`src/rtl/micro_tile_switch.sv`:
```
// micro_tile_switch: sequenced tile-selection controller for the micro-tile container.
// Synchronises the asynchronous select pins and walks every tile change through
// drain-reset, a one-cycle clock-off gap and wake-reset, so no tile ever sees a runt
// clock or an input swap mid-cycle. Clock enables, resets and uo_out are registered.
module micro_tile_switch #(
  parameter int unsigned N_TILES     = 4,
  parameter int unsigned SEL_W       = 2,
  parameter int unsigned SYNC_STAGES = 2,
  parameter int unsigned RST_HOLD    = 4
) (
  input  logic                   clk,
  input  logic                   rst_n,
  input  logic [SEL_W-1:0]       sel_in,
  input  logic [7:0]             ui_in,
  input  logic [8*N_TILES-1:0]   tile_uo,
  output logic [8*N_TILES-1:0]   tile_ui,
  output logic [N_TILES-1:0]     tile_clk_en,
  output logic [N_TILES-1:0]     tile_rst_n,
  output logic [7:0]             uo_out,
  output logic [SEL_W-1:0]       cur_sel,
  output logic                   busy
);

  localparam int unsigned StartW = $clog2(SYNC_STAGES + 1);
  localparam int unsigned HoldW  = $clog2(RST_HOLD + 1);

  localparam logic [StartW-1:0] StartMax = StartW'(SYNC_STAGES);
  localparam logic [HoldW-1:0]  HoldLast = HoldW'(RST_HOLD - 1);
  localparam logic [SEL_W:0]    NumTiles = (SEL_W + 1)'(N_TILES);

  typedef enum logic [2:0] {
    StPark,
    StWake,
    StActive,
    StDrain,
    StSwitch
  } state_e;

  // Synchroniser chain for the asynchronous select pins.
  logic [SEL_W-1:0] r_sync [SYNC_STAGES];

  // FSM and registered output state.
  state_e             r_state;
  logic [SEL_W-1:0]   r_cur_sel;
  logic [HoldW-1:0]   r_hold;
  logic [StartW-1:0]  r_start;
  logic [N_TILES-1:0] r_clk_en;
  logic [N_TILES-1:0] r_tile_rst_n;
  logic [7:0]         r_uo;
  logic               r_busy;

  // Next-state and decode wires.
  logic [SEL_W-1:0]   w_sel_sync;
  logic               w_sel_valid;
  state_e             w_state_d;
  logic [SEL_W-1:0]   w_cur_d;
  logic [HoldW-1:0]   w_hold_d;
  logic [StartW-1:0]  w_start_d;
  logic [N_TILES-1:0] w_cur_oh;
  logic [N_TILES-1:0] w_next_oh;
  logic [7:0]         w_uo_sel;
  logic               w_route;
  logic               w_next_clk_on;

  assign w_sel_sync  = r_sync[SYNC_STAGES-1];
  assign w_sel_valid = ({1'b0, w_sel_sync} < NumTiles);

  // Shift sel_in through SYNC_STAGES flops before anything looks at it.
  always_ff @(posedge clk or negedge rst_n) begin
    if (!rst_n) begin
      for (int unsigned i = 0; i < SYNC_STAGES; i++) begin
        r_sync[i] <= '0;
      end
    end else begin
      r_sync[0] <= sel_in;
      for (int unsigned i = 1; i < SYNC_STAGES; i++) begin
        r_sync[i] <= r_sync[i-1];
      end
    end
  end

  // Next-state logic; r_hold times both the drain and wake reset windows.
  always_comb begin
    w_state_d = r_state;
    w_cur_d   = r_cur_sel;
    w_hold_d  = r_hold;
    w_start_d = r_start;
    unique case (r_state)
      StPark: begin
        // The startup counter keeps the reset-value sel_sync from being trusted
        // before a real pin sample has made it through the synchroniser.
        if (r_start != StartMax) begin
          w_start_d = r_start + 1'b1;
        end else if (w_sel_valid) begin
          w_state_d = StWake;
          w_cur_d   = w_sel_sync;
          w_hold_d  = '0;
        end
      end
      StWake: begin
        if (r_hold == HoldLast) begin
          w_state_d = StActive;
        end else begin
          w_hold_d = r_hold + 1'b1;
        end
      end
      StActive: begin
        if (w_sel_sync != r_cur_sel) begin
          w_state_d = StDrain;
          w_hold_d  = '0;
        end
      end
      StDrain: begin
        if (r_hold == HoldLast) begin
          w_state_d = StSwitch;
        end else begin
          w_hold_d = r_hold + 1'b1;
        end
      end
      StSwitch: begin
        // Re-sample here: a same-index request still gets a full re-reset.
        if (w_sel_valid) begin
          w_state_d = StWake;
          w_cur_d   = w_sel_sync;
          w_hold_d  = '0;
        end else begin
          w_state_d = StPark;
        end
      end
      default: w_state_d = StPark;
    endcase
  end

  // One-hot decode of the current and next owned tile.
  always_comb begin
    w_cur_oh  = '0;
    w_next_oh = '0;
    for (int unsigned k = 0; k < N_TILES; k++) begin
      w_cur_oh[k]  = (r_cur_sel == SEL_W'(k));
      w_next_oh[k] = (w_cur_d == SEL_W'(k));
    end
  end

  // Output mux from the currently owned tile.
  always_comb begin
    w_uo_sel = '0;
    for (int unsigned k = 0; k < N_TILES; k++) begin
      if (w_cur_oh[k]) begin
        w_uo_sel = tile_uo[8*k +: 8];
      end
    end
  end

  assign w_route = (r_state == StWake) || (r_state == StActive) || (r_state == StDrain);
  assign w_next_clk_on = (w_state_d == StWake) || (w_state_d == StActive) ||
                         (w_state_d == StDrain);

  // Input fan-out: only the owned tile sees ui_in, and only while it is clocked.
  always_comb begin
    tile_ui = '0;
    if (w_route) begin
      for (int unsigned k = 0; k < N_TILES; k++) begin
        if (w_cur_oh[k]) begin
          tile_ui[8*k +: 8] = ui_in;
        end
      end
    end
  end

  // FSM state plus outputs registered from the next state so they change on the
  // same edge as the state they describe.
  always_ff @(posedge clk or negedge rst_n) begin
    if (!rst_n) begin
      r_state      <= StPark;
      r_cur_sel    <= '0;
      r_hold       <= '0;
      r_start      <= '0;
      r_clk_en     <= '0;
      r_tile_rst_n <= '0;
      r_uo         <= '0;
      r_busy       <= 1'b1;
    end else begin
      r_state      <= w_state_d;
      r_cur_sel    <= w_cur_d;
      r_hold       <= w_hold_d;
      r_start      <= w_start_d;
      r_clk_en     <= w_next_clk_on ? w_next_oh : '0;
      r_tile_rst_n <= (w_state_d == StActive) ? w_next_oh : '0;
      r_busy       <= (w_state_d != StActive);
      r_uo         <= (r_state == StActive) ? w_uo_sel : 8'h00;
    end
  end

  assign tile_clk_en = r_clk_en;
  assign tile_rst_n  = r_tile_rst_n;
  assign uo_out      = r_uo;
  assign cur_sel     = r_cur_sel;
  assign busy        = r_busy;

endmodule

```
`config.mk`:
```
export PLATFORM = sky130hd
export DESIGN_NAME = micro_tile_switch
export DESIGN_NICKNAME = d
export VERILOG_FILES = /design/src/rtl/micro_tile_switch.sv
export SDC_FILE = /design/constraint.sdc
export NUM_CORES = 1
export LEC_CHECK = 0
export ABC_AREA = 1
export CAP_MARGIN = 5
export CORE_UTILIZATION = 42
export DETAILED_ROUTE_END_ITERATION = 10
export GPL_TIMING_DRIVEN = 0
export PLACE_DENSITY = 0.86
export SETUP_SLACK_MARGIN = 0.5
export SYNTH_ARGS = -nofsm -noshare
export SYNTH_HDL_FRONTEND = slang
export SYNTH_SLANG_ARGS = --single-unit
```
`constraint.sdc`:
```
create_clock -name clk -period 2.4 [get_ports clk]
set_input_delay 0.6 -clock clk [delete_from_list [all_inputs] [get_ports clk]]
set_output_delay 0.6 -clock clk [all_outputs]
set_load 0.005 [all_outputs]
```
==> results of run 1 <==
[cells in the mapped netlist]
| cell type | count | area (um2) |
|---|---|---|
| xor2_1 | 1 | 8.76 |
| o21ai_0 | 12 | 60.1 |
| nand3_4 | 2 | 35.0 |
| nand2_1 | 40 | 150 |
| nor2_1 | 40 | 150 |
| nor2_2 | 6 | 37.5 |
| xnor2_1 | 1 | 8.76 |
| nand3b_1 | 1 | 7.51 |
| inv_2 | 6 | 22.5 |
| inv_1 | 16 | 60.1 |
| nand2_2 | 4 | 25.0 |
| nand3_1 | 7 | 35.0 |
| dfrtp_1 | 30 | 751 |
| nand2_8 | 1 | 20.0 |
| nor2_4 | 3 | 33.8 |
| a21oi_1 | 8 | 40.0 |
| buf_2 | 2 | 10.0 |
| ha_1 | 3 | 37.5 |
| or2_2 | 3 | 18.8 |
| o211ai_1 | 5 | 37.5 |
| a21oi_2 | 4 | 35.0 |
| nand2_4 | 11 | 124 |
| buf_1 | 1 | 3.75 |
| dfstp_2 | 1 | 26.3 |
| buf_4 | 1 | 7.51 |
[kinds of logic after synthesis]
| kind of cell | share of synthesized area |
|---|---|
| AO/OA/AOI/OAI | 0.0989 |
| adder cells (fa/ha/maj) | 0.0215 |
| buffers and inverters | 0.0595 |
| flip-flops | 0.445 |
| XOR/XNOR | 0.0100 |
| AND/OR/NAND/NOR | 0.365 |
[metal layers]
layer / vias to the layer above / part of all wire
li1: 913 / -
met1: 977 / 0.36
met2: 103 / 0.53
met3: 38 / 0.063
met4: 0 / 0.053
met5: - / 0
[critical path: stages (launching register included)]
cell and delay, ns:
dfrtp_1 0.42, nor2_1 0.14, inv_2 0.08, nand2_8 0.08, buf_6 0.11, buf_6 0.09
nand2_4 0.05, nor2_1 0.07, buf_2 0.12
[registers in the layout, indices dropped and copies added (netlist names)]
register and count:
tile_rst_n 4, uo_out 8, w_sel_sync 2, tile_clk_en 4, r_sync 2, r_state 3
r_hold 3, busy 1, cur_sel 2, r_start 2
[through the flow]
step / total power [W] / area (um2) / cells / util / hold WS, ns
floorplan: 0.00169 / 1750 / 209 / - / 0.304
global placement: 0.00240 / 2750 / 353 / 0.687 / 0.335
detailed placement: 0.00245 / 2750 / 353 / 0.687 / 0.335
CTS: 0.00332 / 3010 / 385 / 0.751 / 0.349
global route: 0.00376 / 3110 / 389 / 0.776 / 0.357
finish: 0.00355 / 3110 / 389 / 0.776 / 0.346
[worst max path at each step]
stage	startpoint	endpoint	slack (ns)	depth (start not counted)
floorplan	cur_sel[0]$_DFF_PN0_	tile_ui[0]	0.75	4
global placement	ui_in[0]	tile_ui[0]	0.01	4
detailed placement	ui_in[0]	tile_ui[24]	0.01	4
CTS	r_state[2]$_DFF_PN0_	tile_ui[15]	0.35	8
global route	r_state[2]$_DFF_PN0_	tile_ui[15]	0.28	8
finish	r_state[2]$_DFF_PN0_	tile_ui[31]	0.34	8
[where the power goes]
group / total, W / switching, W / internal [W]
Combinational: 0.00226 / 0.00124 / 0.00102
Clock: 0.000543 / 0.000207 / 0.000336
Sequential: 0.000743 / 0.0000808 / 0.000662
[area by class of cell]
cell class,count,area share
Timing Repair Buffer,122,0.325
Multi-Input combinational cell,152,0.320
Sequential cell,31,0.251
Inverter,22,0.0306
Clock buffer,6,0.0266
Tap cell,50,0.0201
Buffer,4,0.0157
Clock inverter,2,0.0113
[repair_timing]
item	4_1_cts	5_1_grt
setup endpoints to repair	38	34
resized for setup	167	26
gates cloned	2	0
endpoints found under the hold margin	0	0
setup buffers	22	4
hold buffers	0	0
pin swaps	12	8
==> summary.log, run 1 <==
[run_status] status finished clean
[synthesis] Synth Area per Inst 8.35 um2
[route] DR pass1 iterations 4
[job] number of max-cap violations 0
[setup_path] largest fanout on the critical path 4
[power_and_ir_drop] power per standard cell area 1140 nW/um2
[sta] Final Setup Violations 0
[final_layout] most common cell after layout, fill and taps aside clkdlybuf4s50_1
[sta] Final WS setup 0.344 ns
[clock_tree] clock sink total 31
[global_routing] GRT busiest layer met2
[sta] min cycle time layout 2.06 ns
[clock_tree] clock insertion delay at the later pin of the skew report 0.29 ns
[global_routing] antenna violations before repair 0
[floorplan] Initial Util 0.436
[floorplan] width of the die 66.5 um
[global_routing] met2 GRT Util 0.527
[power_and_ir_drop] Leakage 1.53 nW
[floorplan] Die Ht 66.5 um
[power_and_ir_drop] IR drop worst, VDD 0.000472 V
[final_layout] ratio of cells with drive above 1 in the final layout 0.392
[route] routed length per placed instance 16.7 um
[setup_path] CP required 1.80 ns
[sta] Final period util 0.857
[route] remaining antenna violation count 0
[sta] measured slew at the worst slew-check pin 0.692 ns
[final_layout] Final #Nets 385
[global_routing] number of global-route vias before repair 1,991
[global_routing] first-pass GRT wire length 9920 um
[final_layout] combined area of the multi-input logic cells 992 um2
[sta] maximum clock frequency 486 MHz
[final_layout] area delta synth->final 77.9%
[floorplan] site row count 23
[floorplan] die area 4420 um2
[clock_tree] cts bufs inserted 5
[clock_tree] TritonCTS clock tree done
[route] DRC errors left 0
[final_layout] footprint of the flip-flops and latches 779 um2
[synthesis] flops & latches, synth 31
[sta] setup repair after global routing missed its margin true
[clock_tree] Worst-path clk slew 0.07 ns
[global_routing] largest net degree at the start of global routing 32
[route] via count of the routed design 2,031
[final_layout] most frequent cells in the layout clkdlybuf4s50_1 (53), nand2_1 (38), buf_2 (33)
[sta] Final Hold Viols 0
[final_layout] Fill cells 246
[setup_path] reg2reg end tile_rst_n[2]$_DFF_PN0_
[clock_tree] master cell of the clock root buffer clkbuf_8
[setup_path] kind of launch point of the worst setup path flip-flop
[route] DRC violation total after the first TritonRoute iteration 146
[global_routing] routing usage on met3 0.0890
[synthesis] number of distinct standard cells referenced by the synthesized netlist 25
[route] wire length reported by the detailed router 6510 um
[synthesis] portion of the post-synthesis area used by sequential elements 0.445
[floorplan] standard cell core area 4000 um2
[global_routing] leftover overflow at the end of global routing 0
[global_routing] total routing resource utilization after global routing 0.310
[synthesis] Synth warnings 0
[sta] worst max-slew margin expressed relative to the limit 0.539
[setup_path] type of the worst setup path flip-flop to output port
[route] Via-to-Cell Ratio 5.22
[placed_design] Port Buf Inserts 94
[setup_path] Critical Path AT 1.46 ns
[final_layout] count of inserted antenna diode cells 0
[synthesis] mapped cell area 1750 um2
[sta] count of final max-slew check failures 0
[synthesis] post-synthesis net count 256
[placed_design] Place WS 0.0109 ns
[setup_path] origin of the critical flop-to-flop path r_state[2]$_DFF_PN0_
[clock_tree] maximum level of the CTS H-tree 2
[global_routing] global routing usage on met1 0.332
[floorplan] total I/O pin count 95
[synthesis] count of mapped cells out of synthesis 209
[sta] sum of negative setup slack 0 ns
[placed_design] HPWL after detailed placement 3560 um
[placed_design] gpl congestion 0.744
[clock_tree] Longest Clk Path Bufs 2
[hold_path] path class of the lowest-slack min-delay path primary input to async pin
[setup_path] register-to-register setup slack 0.74 ns
[sta] clock skew 0.00822 ns
[setup_path] crit path capture type output port
[setup_path] count of cells along the worst register-to-register path 9
No activity file was read; power rests on OpenSTA's default activity.
==> inputs of run 2 (changes only) <==
--- a/config.mk
+++ b/config.mk
@@ -8,6 +8,7 @@
 export ABC_AREA = 1
 export CAP_MARGIN = 5
 export CORE_UTILIZATION = 42
+export CTS_CLUSTER_DIAMETER = 60
 export DETAILED_ROUTE_END_ITERATION = 10
 export GPL_TIMING_DRIVEN = 0
 export PLACE_DENSITY = 0.86
==> results of run 2 <==
No change in the layout: final DEF, timing and power equal those of run 1.
==> inputs of run 3 (changes only) <==
--- a/config.mk
+++ b/config.mk
@@ -7,11 +7,12 @@
 export LEC_CHECK = 0
 export ABC_AREA = 1
 export CAP_MARGIN = 5
-export CORE_UTILIZATION = 42
+export CORE_UTILIZATION = 67
 export CTS_CLUSTER_DIAMETER = 60
 export DETAILED_ROUTE_END_ITERATION = 10
+export DONT_BUFFER_PORTS = 1
 export GPL_TIMING_DRIVEN = 0
-export PLACE_DENSITY = 0.86
+export PLACE_DENSITY = 0.83
 export SETUP_SLACK_MARGIN = 0.5
 export SYNTH_ARGS = -nofsm -noshare
 export SYNTH_HDL_FRONTEND = slang
==> summary.log, run 3 (synthesis results as in run 1) <==
[placed_design] HPWL after detailed placement 2840 um
[power_and_ir_drop] power per standard cell area 1330 nW/um2
[final_layout] ratio of cells with drive above 1 in the final layout 0.443
[setup_path] Critical Path AT 1.36 ns
[route] Via-to-Cell Ratio 6.40
[final_layout] number of flip-flops in the largest register 8
[clock_tree] cts bufs inserted 5
[sta] measured slew at the worst slew-check pin 0.367 ns
[route] wire length reported by the detailed router 5290 um
[sta] worst max-slew margin expressed relative to the limit 0.753
[sta] maximum clock frequency 510 MHz
[floorplan] die area 2810 um2
[final_layout] most frequent cells in the layout nand2_1 (38), dfrtp_1 (28), nor2_2 (27)
[sta] sum of negative setup slack 0 ns
[final_layout] Final #Nets 274
[placed_design] gpl congestion 0.821
[clock_tree] TritonCTS clock tree done
[final_layout] most common cell after layout, fill and taps aside nand2_1
[setup_path] type of the worst setup path flip-flop to output port
[power_and_ir_drop] IR drop worst, VDD 0.00104 V
[final_layout] area of all placed cells without fillers 2230 um2
[final_layout] Fill cells 102
[final_layout] combined area of the multi-input logic cells 1060 um2
[sta] count of final max-slew check failures 0
[clock_tree] Longest Clk Path Bufs 2
[global_routing] leftover overflow at the end of global routing 0
[sta] Final period util 0.817
[final_layout] non-filler cells, final 258
[floorplan] width of the die 53.0 um
[route] DRC violation total after the first TritonRoute iteration 46
[sta] min cycle time layout 1.96 ns
[setup_path] CP required 1.80 ns
[power_and_ir_drop] Leakage 1.03 nW
[global_routing] largest net degree at the start of global routing 31
[setup_path] largest fanout on the critical path 10
[global_routing] antenna violations before repair 0
[route] routed length per placed instance 20.5 um
[setup_path] kind of launch point of the worst setup path flip-flop
[final_layout] footprint of the flip-flops and latches 779 um2
[sta] Final Setup Violations 0
[setup_path] Crit path largest cell delay 0.42 ns
[sta] setup repair after global routing missed its margin true
[global_routing] total routing resource utilization after global routing 0.363
[route] remaining antenna violation count 0
[clock_tree] Worst-path clk slew 0.10 ns
[route] DRC errors left 0
[floorplan] site row count 18
[global_routing] number of global-route vias before repair 1,463
[sta] Final WS setup 0.440 ns
[placed_design] Port Buf Inserts 0
[run_status] status finished clean
[clock_tree] clock sink total 31
[setup_path] crit path capture type output port
[final_layout] area delta synth->final 27.9%
[global_routing] first-pass GRT wire length 7040 um
[placed_design] dpl cells 239
[floorplan] Initial Util 0.705
[sta] Final Hold Viols 0
[sta] clock skew 0.00655 ns
[setup_path] cell with the largest stage delay on the worst path dfrtp_1
[placed_design] placed standard-cell area 1780 um2
[job] number of max-cap violations 0
[clock_tree] maximum level of the CTS H-tree 2
[clock_tree] master cell of the clock root buffer clkbuf_4
[floorplan] Die Ht 53.0 um
[floorplan] total I/O pin count 95
[setup_path] count of cells along the worst register-to-register path 9
[clock_tree] clock insertion delay at the later pin of the skew report 0.33 ns
[final_layout] count of inserted antenna diode cells 0
[hold_path] path class of the lowest-slack min-delay path primary input to async pin
[placed_design] Place WS 0.526 ns
[setup_path] list of cells traversed by the critical path buf_6 > clkinv_8 > nand2_4 > clkbuf_16 > nor2_4
[route] DR pass1 iterations 4
[power_and_ir_drop] Power Total 0.00297 W
[floorplan] standard cell core area 2480 um2
[route] via count of the routed design 1,652
run 3: changes by cell type in the layout (fill, tap and decap cells not counted), sizes merged:
cell / change
dlymetal6s2s: -2
clkdlybuf4s50: -53
clkbuf: +1
buf: -51
dlygate4sd2: -6
run 3: area by class of cell:
cell class,instances,area share
Multi-Input combinational cell,152,0.474
Timing Repair Buffer,11,0.0504
Clock inverter,2,0.0157
Buffer,4,0.0258
Tap cell,30,0.0168
Inverter,22,0.0448
Clock buffer,6,0.0230
Sequential cell,31,0.349
run 3: repair_timing:
action | CTS | global route
cloned | 0 | 1
hold buffers | 1 | 0
endpoints found under the setup margin | 32 | 32
pin swaps | 3 | 1
resized for setup | 59 | 15
endpoints found under the hold margin | 30 | 0
setup buffers | 9 | 0
run 3: worst paths after layout:
path	start	end	slack, ns
max	cur_sel[0]$_DFF_PN0_	tile_ui[19]	0.44
max reg2reg	r_start[0]$_DFFE_PN0P_	tile_clk_en[1]$_DFF_PN0_	0.81
max in group asynchronous	rst_n	r_state[0]$_DFF_PN0_	2.14
min	rst_n	tile_rst_n[0]$_DFF_PN0_	0.08
min reg2reg	r_sync[2]$_DFF_PN0_	w_sel_sync[0]$_DFF_PN0_	0.37
min in group clk	sel_in[1]	r_sync[3]$_DFF_PN0_	0.28
run 3: critical path: cells and delay by family (launching register included):
family / cells / cell delay (ns)
flops: 1 / 0.42
buf+inv: 3 / 0.40
simple gates: 2 / 0.19
run 3: report_power, final:
group	internal [W]	leakage, nW	switching (W)	total (W)
combinational	0.000627	0.590	0.00116	0.00178
sequential	0.000662	0.393	0.0000985	0.000761
clock	0.000246	0.0482	0.000183	0.000429
total	0.00154	1.03	0.00144	0.00297
run 3: metal layers:
layer	global-route usage	up-vias	share of wire
met5	0	-	0
met4	0.237	0	0.074
met3	0.0862	46	0.085
met2	0.618	126	0.52
met1	0.399	779	0.32
li1	-	701	-
run 3: metrics by stage:
step	util	hold WS (ns)
finish	0.901	0.0777
global route	0.901	0.0633
CTS	0.863	0.0813
detailed placement	0.720	0.305
global placement	0.720	0.305
floorplan	-	0.304
